File: src/rtl/imem_pkg.sv
// Shared instruction-memory definitions: geometry, loader states and the word type
// used by the loader, the instruction memory and the IF/ID register.
package imem_pkg;

  localparam int IMEM_ADDR_W = 5;
  localparam int IMEM_DEPTH  = 32;
  localparam int WORD_BYTES  = 4;

  typedef logic [31:0] instr_word_t;

  typedef enum logic [2:0] {
    IDLE,
    HDR,
    DATA,
    WRITE,
    CHK,
    DONE,
    ERR
  } loaderState_e;

endpackage

File: src/rtl/imem_loader_byte_packer.sv
// Big-endian byte packer for the instruction loader: the first byte of a group
// lands in word[31:24], and lastByte flags the byte that completes the word.
module byte_packer
  import imem_pkg::*;
(
  input  logic        clk,
  input  logic        rst,
  input  logic        clear,
  input  logic        shiftEn,
  input  logic [7:0]  inByte,
  output instr_word_t word,
  output logic        lastByte
);

  logic [1:0] byteCnt;

  always_ff @(posedge clk or posedge rst) begin
    if (rst) begin
      byteCnt <= 2'd0;
    end else if (clear) begin
      byteCnt <= 2'd0;
    end else if (shiftEn) begin
      byteCnt <= byteCnt + 2'd1;
    end
  end

  // Data register is left unreset; a partial word is discarded through byteCnt.
  always_ff @(posedge clk) begin
    if (shiftEn) begin
      word <= {word[23:0], inByte};
    end
  end

  assign lastByte = shiftEn && (byteCnt == 2'd3);

endmodule

File: src/rtl/imem_loader.sv
// Framed byte-stream loader for the instruction memory; holds cpu_run low until
// a frame completes. Define IMEM_LOADER_CHECKSUM_EN for a trailing XOR checksum byte.
module imem_loader
  import imem_pkg::*;
#(
  parameter int ADDR_W     = IMEM_ADDR_W,
  parameter int DEPTH      = IMEM_DEPTH,
  parameter int WORD_BYTES = imem_pkg::WORD_BYTES
) (
  input  logic                    clk,
  input  logic                    rst,
  input  logic                    load_start,
  input  logic                    in_valid,
  input  logic [7:0]              in_byte,
  output logic                    in_ready,
  output logic                    wr_en,
  output logic [ADDR_W-1:0]       wr_addr,
  output logic [8*WORD_BYTES-1:0] wr_data,
  output logic                    cpu_run,
  output logic                    done,
  output logic                    error
);

  localparam logic [7:0]        DEPTH_B  = 8'(DEPTH);
  localparam logic [ADDR_W:0]   DEPTH_W  = (ADDR_W+1)'(DEPTH);
  localparam logic [ADDR_W:0]   CNT_ONE  = (ADDR_W+1)'(1);
  localparam logic [ADDR_W-1:0] ADDR_ONE = ADDR_W'(1);

  loaderState_e      state, stateNxt;
  logic [ADDR_W:0]   wordsTotal;
  logic [ADDR_W-1:0] wordCnt;
  logic              cpuRunQ, doneQ, errorQ;
  logic              accept, lastWord, packLast;
  logic [ADDR_W:0]   hdrCount;
  instr_word_t       packWord;
`ifdef IMEM_LOADER_CHECKSUM_EN
  logic [7:0]        chkXor;
`endif

  assign accept   = in_valid && in_ready;
  assign hdrCount = (in_byte == 8'd0) ? DEPTH_W : in_byte[ADDR_W:0];
  assign lastWord = (({1'b0, wordCnt} + CNT_ONE) == wordsTotal);

  byte_packer uPacker (
    .clk      (clk),
    .rst      (rst),
    .clear    (state == IDLE),
    .shiftEn  (accept && (state == DATA)),
    .inByte   (in_byte),
    .word     (packWord),
    .lastByte (packLast)
  );

  always_ff @(posedge clk or posedge rst) begin
    if (rst) begin
      state <= IDLE;
    end else begin
      state <= stateNxt;
    end
  end

  always_comb begin
    stateNxt = state;
    unique case (state)
      IDLE:  if (load_start) stateNxt = HDR;
      HDR:   if (accept) stateNxt = (in_byte > DEPTH_B) ? ERR : DATA;
      DATA:  if (packLast) stateNxt = WRITE;
`ifdef IMEM_LOADER_CHECKSUM_EN
      WRITE: stateNxt = lastWord ? CHK : DATA;
      CHK:   if (accept) stateNxt = (in_byte == chkXor) ? DONE : ERR;
`else
      WRITE: stateNxt = lastWord ? DONE : DATA;
`endif
      DONE:  stateNxt = IDLE;
      ERR:   stateNxt = IDLE;
      default: stateNxt = IDLE;
    endcase
  end

  // Status flags update one edge after DONE/ERR is entered and then hold in IDLE.
  always_ff @(posedge clk or posedge rst) begin
    if (rst) begin
      wordsTotal <= '0;
      wordCnt    <= '0;
      cpuRunQ    <= 1'b0;
      doneQ      <= 1'b0;
      errorQ     <= 1'b0;
    end else begin
      if ((state == IDLE) && load_start) begin
        wordCnt <= '0;
        cpuRunQ <= 1'b0;
        doneQ   <= 1'b0;
        errorQ  <= 1'b0;
      end
      if ((state == HDR) && accept) wordsTotal <= hdrCount;
      if (state == WRITE) wordCnt <= wordCnt + ADDR_ONE;
      if (state == DONE) begin
        doneQ   <= 1'b1;
        cpuRunQ <= 1'b1;
      end
      if (state == ERR) begin
        errorQ  <= 1'b1;
        cpuRunQ <= 1'b0;
      end
    end
  end

`ifdef IMEM_LOADER_CHECKSUM_EN
  always_ff @(posedge clk or posedge rst) begin
    if (rst) begin
      chkXor <= 8'd0;
    end else if ((state == IDLE) && load_start) begin
      chkXor <= 8'd0;
    end else if ((state == DATA) && accept) begin
      chkXor <= chkXor ^ in_byte;
    end
  end
`endif

  assign in_ready = (state == HDR) || (state == DATA) || (state == CHK);
  assign wr_en    = (state == WRITE);
  assign wr_addr  = wr_en ? wordCnt : '0;
  assign wr_data  = wr_en ? packWord : '0;
  assign cpu_run  = cpuRunQ;
  assign done     = doneQ;
  assign error    = errorQ;

endmodule

File: config.mk
export PLATFORM = sky130hd
export DESIGN_NAME = imem_loader
export DESIGN_NICKNAME = d
export VERILOG_FILES = /design/src/rtl/imem_pkg.sv /design/src/rtl/imem_loader_byte_packer.sv /design/src/rtl/imem_loader.sv
export SDC_FILE = /design/constraint.sdc
export NUM_CORES = 1
export LEC_CHECK = 0
export BUFFER_PORTS_ARGS = -buffer_cell sky130_fd_sc_hd__buf_4
export CELL_PAD_IN_SITES_DETAIL_PLACEMENT = 1
export CELL_PAD_IN_SITES_GLOBAL_PLACEMENT = 2
export CORE_ASPECT_RATIO = 0.9
export CORE_MARGIN = 2
export CORE_UTILIZATION = 35
export DETAILED_ROUTE_END_ITERATION = 8
export PLACE_DENSITY_LB_ADDON = 0.1
export SYNTH_ARGS = -nofsm -noshare
export SYNTH_HDL_FRONTEND = slang
export SYNTH_HIERARCHICAL = 1
export SYNTH_SLANG_ARGS = --single-unit
File: constraint.sdc
create_clock -name clk -period 2.6 [get_ports clk]
set_input_delay 0.13 -clock clk [delete_from_list [all_inputs] [get_ports clk]]
set_output_delay 0.13 -clock clk [all_outputs]
set_load 0.02 [all_outputs]
==> results.cfg, run 1 <==
[logic_synthesis]
synth-xor-area-share = 0.04139
synth_common_cells = and2_1 (37), edfxtp_1 (32), dfrtp_1 (19)
ys_top_cells_by_area = edfxtp_1 (42%), dfrtp_1 (21%), and2_1 (10%)
synth_seq_area_share = 0.6336
avgSynthCellArea_um2 = 12.53
synthMuxAreaShare = 0.03366
synth_most_common_cell = and2_1
synth-simple-area-share = 0.1794
syn-instance-count = 181
synth_area_leader_cell = edfxtp_1
synthAdderAreaFrac = 0.01104
synth_flop_cell = edfxtp_1
synth-seq-cells = 51
async_flop_share = 0.3725
syn_area_um2 = 2267
synth.distinct_cells = 37
synth_compound_area_frac = 0.07450
synth_nets = 195
synth_top_area_frac = 0.4238
yosys_warnings = 6
synth_top_family_by_area = simple AND/OR/NAND/NOR gates
synth_edf_count = 32

[routing]
drt_first_pass_iters = 4
wl_met2_um = 2440
wl_met3_um = 232
wl_met1_um = 2064
ant_nets = 0
wl_per_cell_um = 14.82
totalWireLength_um = 4818
dr_total_vias = 1533
via_per_inst = 4.717
drc = 0
drt-initial-drc-count = 71
top_layer_used = met4

[cells_and_area]
seq_area_um2 = 1436
drive_gt1_frac = 0.3109
insertedDiodeCount = 0
num-fill-cells = 672
final_cell_count_no_fill = 325
fin_nets = 251
multiInputGateArea_um2 = 770.7
final_cell_area_um2 = 2870
area_growth_pct = 26.60
utilization = 0.4643

[clock_tree]
cts_inserted_buffers = 5
clockRootBuffer = clkbuf_8
cts_resized = 0
htree_levels = 2
cts.clk_slew.worst_paths_ps = 90
clock_latency_ps = 300
cts_tree = done
cts_buffer_depth = 2
cts.sinks = 51

[power_and_ir_drop]
cellPowerDensity_nw_per_um2 = 1071
irDropWorstVdd_v = 0.0004646
p_leak_nw = 1.191

[critical_path]
start_kind = register
cp_cell_sequence = nand3_1, inv_1, buf_4, and2_1, buf_4
required_ps = 2470
crit_type = register to primary output
slowest_delay_ps = 650
arrival_ps = 2050
cp-end-kind = primary output
path_common_cell = buf_4
slowest_stage = dfrtp_1
critPathMaxFanout = 38

[floorplan]
die_h_um = 80.36
initial_utilization = 0.3667
ios = 54
die-width_um = 88.84
dieArea_um2 = 7138
design.core.area_um2 = 6182
row_count = 27

[sta]
drv_slew = 0
timing.final.crit_share = 0.8397
rsz0062_at_grt = no
setup_violations = 0
worst_slew_margin_rel = 0.5395
fin_crit_ps = 2183
hold_violations = 0
setup_tns_ps = 0
timing.fmax_mhz = 458.1
max_slew.worst_pin.slew_ps = 690.0
clock_skew_ps = 5.224

[global_route]
grt_usage = 0.1424
antenna_found_initial = 0
grt_max_degree = 39
grt_pass1_vias = 1589
overflow = 0
grt_pass1_wl_um = 7700

[hold_path]
hp-class = primary input to register

[place]
port_buffers = 53
dp.cells = 315
dp_hpwl_um = 3461
placed_cell_area_um2 = 2751
gp_congestion = 0.6929

[job]
cap_violations = 0

[run_status]
status = finished clean
final cells by class:
type                       instances  area share
tap                               87     0.03792
clock inverter                     2    0.005667
timing repair buffer              57      0.1508
sequential                        51      0.5004
multi-input combinational        116      0.2685
inverter                           6    0.007847
clock buffer                       6     0.02877
flip-flops by register name, indices dropped and copies added, names as in the netlist:
signal and flops:
done 1, wordsTotal 6, error 1, uPacker/byteCnt 2, cpu_run 1, uPacker/word 32
state 3, wordCnt 5
repair_timing:
item,in CTS,in global routing
endpoints found under the hold margin,19,1
hold buffers,1,1
buffers inserted,0,0
kinds of logic after synthesis:
kind of cell | Yosys count
and+or+nand+nor | 71
DFF | 51
AOI/OAI and AO/OA | 27
buffers and inverters | 14
xor gates and xnor gates | 9
muxes | 7
adders and majority gates | 2
critical path: cells and delay by family, from the launching register on:
family                 cells  cell delay, ps
DFF                        1             650
buffers and inverters      3             610
and+or+nand+nor            2             470
report_power, final:
| part | internal (mW) | switching [mW] | leakage, nW | total (mW) |
|---|---|---|---|---|
| logic | 0.542 | 0.704 | 0.604 | 1.25 |
| registers | 1.13 | 0.211 | 0.540 | 1.34 |
| clock network | 0.218 | 0.268 | 0.0474 | 0.486 |
| total | 1.89 | 1.18 | 1.19 | 3.07 |
cell usage in the layout, fill, tap and decap left out, types with 2 or more instances in the layout:
| cell | n |
|---|---|
| edfxtp_1 | 32 |
| xnor2_1 | 5 |
| mux2i_1 | 2 |
| ha_1 | 2 |
| and2_1 | 37 |
| xor2_1 | 2 |
| o21ai_0 | 8 |
| mux2_2 | 5 |
| buf_4 | 55 |
| clkbuf_8 | 6 |
| dlygate4sd3_1 | 2 |
| nor3_1 | 4 |
| nand4_1 | 2 |
| inv_1 | 6 |
| dfrtp_1 | 19 |
| and2_2 | 2 |
| nand3_1 | 4 |
| a21oi_1 | 10 |
| nor2_1 | 8 |
| and4_1 | 2 |
| nand2_1 | 7 |
final timing paths:
| path | startpoint | endpoint | slack [ps] | cells past startpoint |
|---|---|---|---|---|
| setup / recovery | state[1]$_DFFE_PP0P_ | wr_data[30] | 420 | 5 |
| hold / removal | in_byte[1] | uPacker/word[1]$_DFFE_PP_ | 20 | 1 |
| setup reg to reg | wordCnt[0]$_DFFE_PP0P_ | state[1]$_DFFE_PP0P_ | 670 | 6 |
| hold reg to reg | uPacker/word[1]$_DFFE_PP_ | uPacker/word[9]$_DFFE_PP_ | 450 | 0 |
| max in group asynchronous | rst | wordCnt[2]$_DFFE_PP0P_ | 1660 | 3 |
| min in group asynchronous | rst | uPacker/byteCnt[1]$_DFFE_PP0P_ | 240 | 3 |
layer usage:
metal,up-vias,GRT usage
met1,740,0.1658
met3,10,0.03700
met5,-,0
met4,0,0.05758
met2,38,0.2470
li1,745,-
stage by stage:
step,power [mW],setup slack (ps),hold WS (ps)
after global routing,3.288,190.2,2.764
after detailed placement,2.622,698.1,7.665
after global placement,2.568,748.3,-2.308
after floorplan,2.153,274.2,-128.8
final,3.074,416.8,19.34
after CTS,3.128,368.0,5.862
Power figures use the tool's default switching activity.
==> run 2, diff against run 1 <==
--- a/config.mk
+++ b/config.mk
@@ -10,7 +10,7 @@
 export CELL_PAD_IN_SITES_GLOBAL_PLACEMENT = 2
 export CORE_ASPECT_RATIO = 0.9
 export CORE_MARGIN = 2
-export CORE_UTILIZATION = 35
+export CORE_UTILIZATION = 31
 export DETAILED_ROUTE_END_ITERATION = 8
 export PLACE_DENSITY_LB_ADDON = 0.1
 export SYNTH_ARGS = -nofsm -noshare
==> constraint.sdc (replaced) <==
create_clock -name clk -period 1.9 [get_ports clk]
set_input_delay 0.095 -clock clk [delete_from_list [all_inputs] [get_ports clk]]
set_output_delay 0.095 -clock clk [all_outputs]
set_load 0.02 [all_outputs]
==> run 2 against run 1 <==
Compared with the run above:
- highest routed layer unchanged
- routed wire length rose by 4.1%
- sequential share of layout area down 2.7 points
- count of clock-buffer cells in the layout is the same
- hold slack better by 120 ps
- register-to-register slack got worse by 540 ps
- critical path type is now register to register
==> results.cfg, run 2 (same netlist as run 1, synthesis figures left out) <==
[run_status]
status = finished clean

[critical_path]
required_ps = 2100
critPathMaxFanout = 5
rr_startpoint = wordCnt[1]$_DFFE_PP0P_
critPathTopFamily = compound AO/OA/AOI/OAI gates
cp_cell_sequence = ha_1, xnor2_1, o211ai_1, a211oi_2, nand4_1, a31o_1
ff2ff_path_depth = 6
r2r_setup_slack_ps = 130
worst_r2r_endpoint = state[1]$_DFFE_PP0P_
crit_type = register to register
slowest_delay_ps = 430
start_kind = register
arrival_ps = 1970
cp-end-kind = register
cp_num_buf_inv = 0
slowest_stage = dfrtp_1

[clock_tree]
htree_levels = 2
cts.sinks = 51
clockRootBuffer = clkbuf_8
cts_inserted_buffers = 5
cts_buffer_depth = 2
cts_tree = done
clock_latency_ps = 310
cts.clk_slew.worst_paths_ps = 90

[cells_and_area]
final_cell_count_no_fill = 342
largest_reg_flops = 32
reg_top3 = uPacker/word x32, wordsTotal x6, wordCnt x5
seq_area_um2 = 1438
most-common-layout-cells = buf_4 (58), and2_1 (37), edfxtp_1 (32)
area_growth_pct = 33.94
drive_gt1_frac = 0.3293
fin_nets = 262
final_common_cell = buf_4
multiInputGateArea_um2 = 793.3
insertedDiodeCount = 0
num-fill-cells = 791
top_register = uPacker/word

[global_route]
overflow = 0
grt_max_degree = 42
grt_usage = 0.1331
grt_pass1_wl_um = 8224
antenna_found_initial = 0
met1_usage = 0.1592
use_met3 = 0.04263
top_usage_layer = met2
grt_pass1_vias = 1609
met2_usage = 0.2312

[floorplan]
die_h_um = 85.13
row_count = 29
ios = 54
dieArea_um2 = 8015
initial_utilization = 0.3204
die-width_um = 94.15
design.core.area_um2 = 7076

[hold_path]
whs_endpoint = state[2]$_DFFE_PP0P_
hp-start = in_valid
hold_path_depth = 3
hp-class = primary input to register

[sta]
hold_violations = 0
clock_skew_ps = 8.827
timing.final.crit_share = 0.9323
worst_slew_margin_rel = 0.5296
setup_violations = 0
setup_tns_ps = 0
timing.fmax_mhz = 564.5
rsz0062_at_grt = no
setup_ws_ps = 128.6
max_slew.worst_pin.slew_ps = 704.8
drv_slew = 0
fin_crit_ps = 1771

[power_and_ir_drop]
p_leak_nw = 1.266
p_clk_frac = 0.180
power_frac_seq = 0.396
irDropWorstVdd_v = 0.0006266
cellPowerDensity_nw_per_um2 = 1479
p_comb_frac = 0.425
switching_share = 0.3704
p_sw_mw = 1.663
internal-power_mw = 2.827

[place]
dp_hpwl_um = 3505
pre_cts_ws_ps = 76.19
dp.cells = 324
gp_congestion = 0.7077
port_buffers = 53

[job]
cap_violations = 0

[routing]
via_per_inst = 4.585
drt_first_pass_iters = 4
drc = 0
totalWireLength_um = 5017
drt-initial-drc-count = 29
dr_total_vias = 1568
ant_nets = 0
wl_per_cell_um = 14.67
## run 2: routing by layer
| metal | vias to the layer above | routed length, um |
|---|---|---|
| met1 | 758 | 2169 |
| met5 | - | 0 |
| met3 | 6 | 265 |
| met2 | 38 | 2523 |
| met4 | 0 | 58 |
| li1 | 766 | - |
## run 2: final cells by class
type                       instances  area share
clock inverter                     2     0.01277
inverter                           6    0.007417
multi-input combinational        116      0.2612
sequential                        51      0.4734
tap                               93     0.03832
timing repair buffer              68      0.1796
clock buffer                       6     0.02719
## run 2: worst max path at each step
stage,from,endpoint,slack [ps],cells past startpoint
global route,state[2]$_DFFE_PP0P_,wr_data[7],9,6
finish,wordCnt[1]$_DFFE_PP0P_,state[1]$_DFFE_PP0P_,130,6
floorplan,state[1]$_DFFE_PP0P_,state[2]$_DFFE_PP0P_,140,7
detailed placement,wordCnt[1]$_DFFE_PP0P_,state[1]$_DFFE_PP0P_,80,6
global placement,wordCnt[1]$_DFFE_PP0P_,state[1]$_DFFE_PP0P_,180,6
CTS,state[2]$_DFFE_PP0P_,wr_data[7],0.9,6
## run 2: timing repair
item | 4_1_cts | 5_1_grt
endpoints found under the hold margin | 27 | 0
setup endpoints to repair | 37 | 38
pin swaps | 0 | 1
buffers inserted | 0 | 1
gates resized for setup | 2 | 2
hold buffers | 9 | 0
## run 2: worst min-delay path: cells and delay by family
| family | cells | cell delay (ps) |
|---|---|---|
| AO/OA/AOI/OAI | 2 | 200 |
| buffers and inverters | 1 | 100 |
## run 2: stage by stage
stage | power, mW | util | hold slack, ps | area, um^2
floorplan | 2.950 | - | -163.8 | 2270
detailed placement | 3.689 | 0.3952 | -30.19 | 2796
CTS | 4.533 | 0.4260 | 112.0 | 3014
finish | 4.490 | 0.4292 | 139.8 | 3037
global route | 4.806 | 0.4292 | 169.2 | 3037
global placement | 3.616 | 0.3952 | -36.22 | 2796
## run 2: power by group through the flow
stage	sequential [mW]	clock, mW	combinational (mW)
after CTS	1.79	0.833	1.91
after global placement	1.78	0	1.83
after floorplan	1.73	0	1.22
after detailed placement	1.81	0	1.88
final	1.78	0.807	1.91
after global routing	1.83	0.879	2.10
==> run 3, diff against run 2 <==
--- a/config.mk
+++ b/config.mk
@@ -6,14 +6,12 @@
 export NUM_CORES = 1
 export LEC_CHECK = 0
 export BUFFER_PORTS_ARGS = -buffer_cell sky130_fd_sc_hd__buf_4
-export CELL_PAD_IN_SITES_DETAIL_PLACEMENT = 1
-export CELL_PAD_IN_SITES_GLOBAL_PLACEMENT = 2
 export CORE_ASPECT_RATIO = 0.9
 export CORE_MARGIN = 2
-export CORE_UTILIZATION = 31
+export CORE_UTILIZATION = 40
 export DETAILED_ROUTE_END_ITERATION = 8
-export PLACE_DENSITY_LB_ADDON = 0.1
 export SYNTH_ARGS = -nofsm -noshare
 export SYNTH_HDL_FRONTEND = slang
 export SYNTH_HIERARCHICAL = 1
 export SYNTH_SLANG_ARGS = --single-unit
+export TNS_END_PERCENT = 20
==> run 3 against run 2 <==
Compared with the run above:
- routed wire length decreased by 13%
- fmax increased by 1.1%
- sequential power about the same
- largest cell class unchanged
==> results.cfg, run 3 (same netlist as run 1, synthesis figures left out) <==
[clock_tree]
clock_latency_ps = 300
cts.clk_slew.worst_paths_ps = 90
cts_inserted_buffers = 5
htree_levels = 2
post_cts_buffers = 0
cts.sinks = 51
clockRootBuffer = clkbuf_8
cts_buffer_depth = 2
cts_tree = done

[sta]
max_slew.worst_pin.slew_ps = 675.5
fin_crit_ps = 1753
hold_violations = 0
rsz0062_at_grt = no
setup_ws_ps = 147.4
timing.fmax_mhz = 570.6
whs_ps = 108.9
worst_slew_margin_rel = 0.5492
setup_violations = 0
setup_tns_ps = 0
timing.final.crit_share = 0.9224
clock_skew_ps = 7.789
drv_slew = 0

[cells_and_area]
fin_nets = 263
final_common_cell = buf_4
insertedDiodeCount = 0
largest_reg_flops = 32
drive_gt1_frac = 0.3240
area_growth_pct = 30.74
most-common-layout-cells = buf_4 (59), and2_1 (37), edfxtp_1 (32)
reg_top3 = uPacker/word x32, wordsTotal x6, wordCnt x5
top_register = uPacker/word

[power_and_ir_drop]
cellPowerDensity_nw_per_um2 = 1434
irDropWorstVdd_v = 0.0006895
p_leak_nw = 1.250

[global_route]
antenna_found_initial = 0
grt_usage = 0.1477
overflow = 0
grt_max_degree = 35
grt_pass1_vias = 1512
grt_pass1_wl_um = 7265

[routing]
ant_nets = 0
via_per_inst = 4.849
dr_total_vias = 1537
drt-initial-drc-count = 60
drc = 0
totalWireLength_um = 4355
drt_first_pass_iters = 4
wl_per_cell_um = 13.74

[job]
cap_violations = 0

[critical_path]
required_ps = 2090
arrival_ps = 1940
critPathMaxFanout = 5
crit_type = register to register
cp-end-kind = register
start_kind = register
ff2ff_path_depth = 6

[floorplan]
die-width_um = 83.36
dieArea_um2 = 6287
row_count = 25
initial_utilization = 0.4239
design.core.area_um2 = 5349
die_h_um = 75.42
ios = 54

[place]
pre_cts_ws_ps = 125.2
gp_congestion = 0.8046
dp_hpwl_um = 3027
port_buffers = 53

[run_status]
status = finished clean

[hold_path]
hp-class = primary input to register
hold_path_depth = 3
[run 3: cell count changes in the layout (fill, tap and decap cells not counted), sizes merged]
cell    before  now
inv          7    6
buf         59   60
bufinv       1    0
clkinv       0    2
[run 3: what timing repair did]
| item | CTS | global route |
|---|---|---|
| hold buffers | 9 | 0 |
| gates resized for setup | 0 | 2 |
| setup endpoints to repair | 0 | 17 |
| endpoints found under the hold margin | 27 | 0 |
[run 3: cell type report]
cell class / count / area [um^2]
fill: 492 / 2385
sequential: 51 / 1438
multi-input combinational: 116 / 780.7
timing repair buffer: 69 / 553.0
tap: 67 / 83.83
clock buffer: 6 / 72.57
inverter: 6 / 22.52
clock inverter: 2 / 13.76
[run 3: path summary, 6_finish.rpt]
| kind | start | end | slack, ps |
|---|---|---|---|
| hold / removal | in_valid | state[2]$_DFFE_PP0P_ | 110 |
| hold reg to reg | uPacker/word[3]$_DFFE_PP_ | uPacker/word[11]$_DFFE_PP_ | 440 |
| setup / recovery | wordCnt[1]$_DFFE_PP0P_ | state[1]$_DFFE_PP0P_ | 150 |
| max in group asynchronous | rst | state[2]$_DFFE_PP0P_ | 960 |
| setup reg to reg | wordCnt[1]$_DFFE_PP0P_ | state[1]$_DFFE_PP0P_ | 150 |
| min in group asynchronous | rst | uPacker/byteCnt[0]$_DFFE_PP0P_ | 220 |
[run 3: where the power goes]
part	internal [mW]	switching [mW]
clock	0.260	0.346
sequential	1.55	0.219
combinational	0.853	1.02
[run 3: worst max-delay path, stage by stage, from the launching register on]
cell,delay [ps]
dfrtp_1,420
ha_1,260
xnor2_2,220
o211ai_1,120
a211oi_2,270
nand4_1,120
a31o_1,220
[run 3: through the flow]
step                      utilization  instance area, um^2  power [mW]  cells
after floorplan                     -                 2270       2.950    181
after global placement         0.5195                 2779       3.647    300
after detailed placement       0.5195                 2779       3.669    300
after CTS                      0.5525                 2955       4.304    317
after global routing           0.5542                 2964       4.572    317
final                          0.5542                 2964       4.252    317
[run 3: layer usage]
metal / track usage / up-vias / part of all wire
li1: - / 769 / -
met1: 0.1849 / 729 / 0.46
met2: 0.2536 / 36 / 0.49
met3: 0.03467 / 3 / 0.045
met4: 0.06193 / 0 / 0.0087
met5: 0 / - / 0
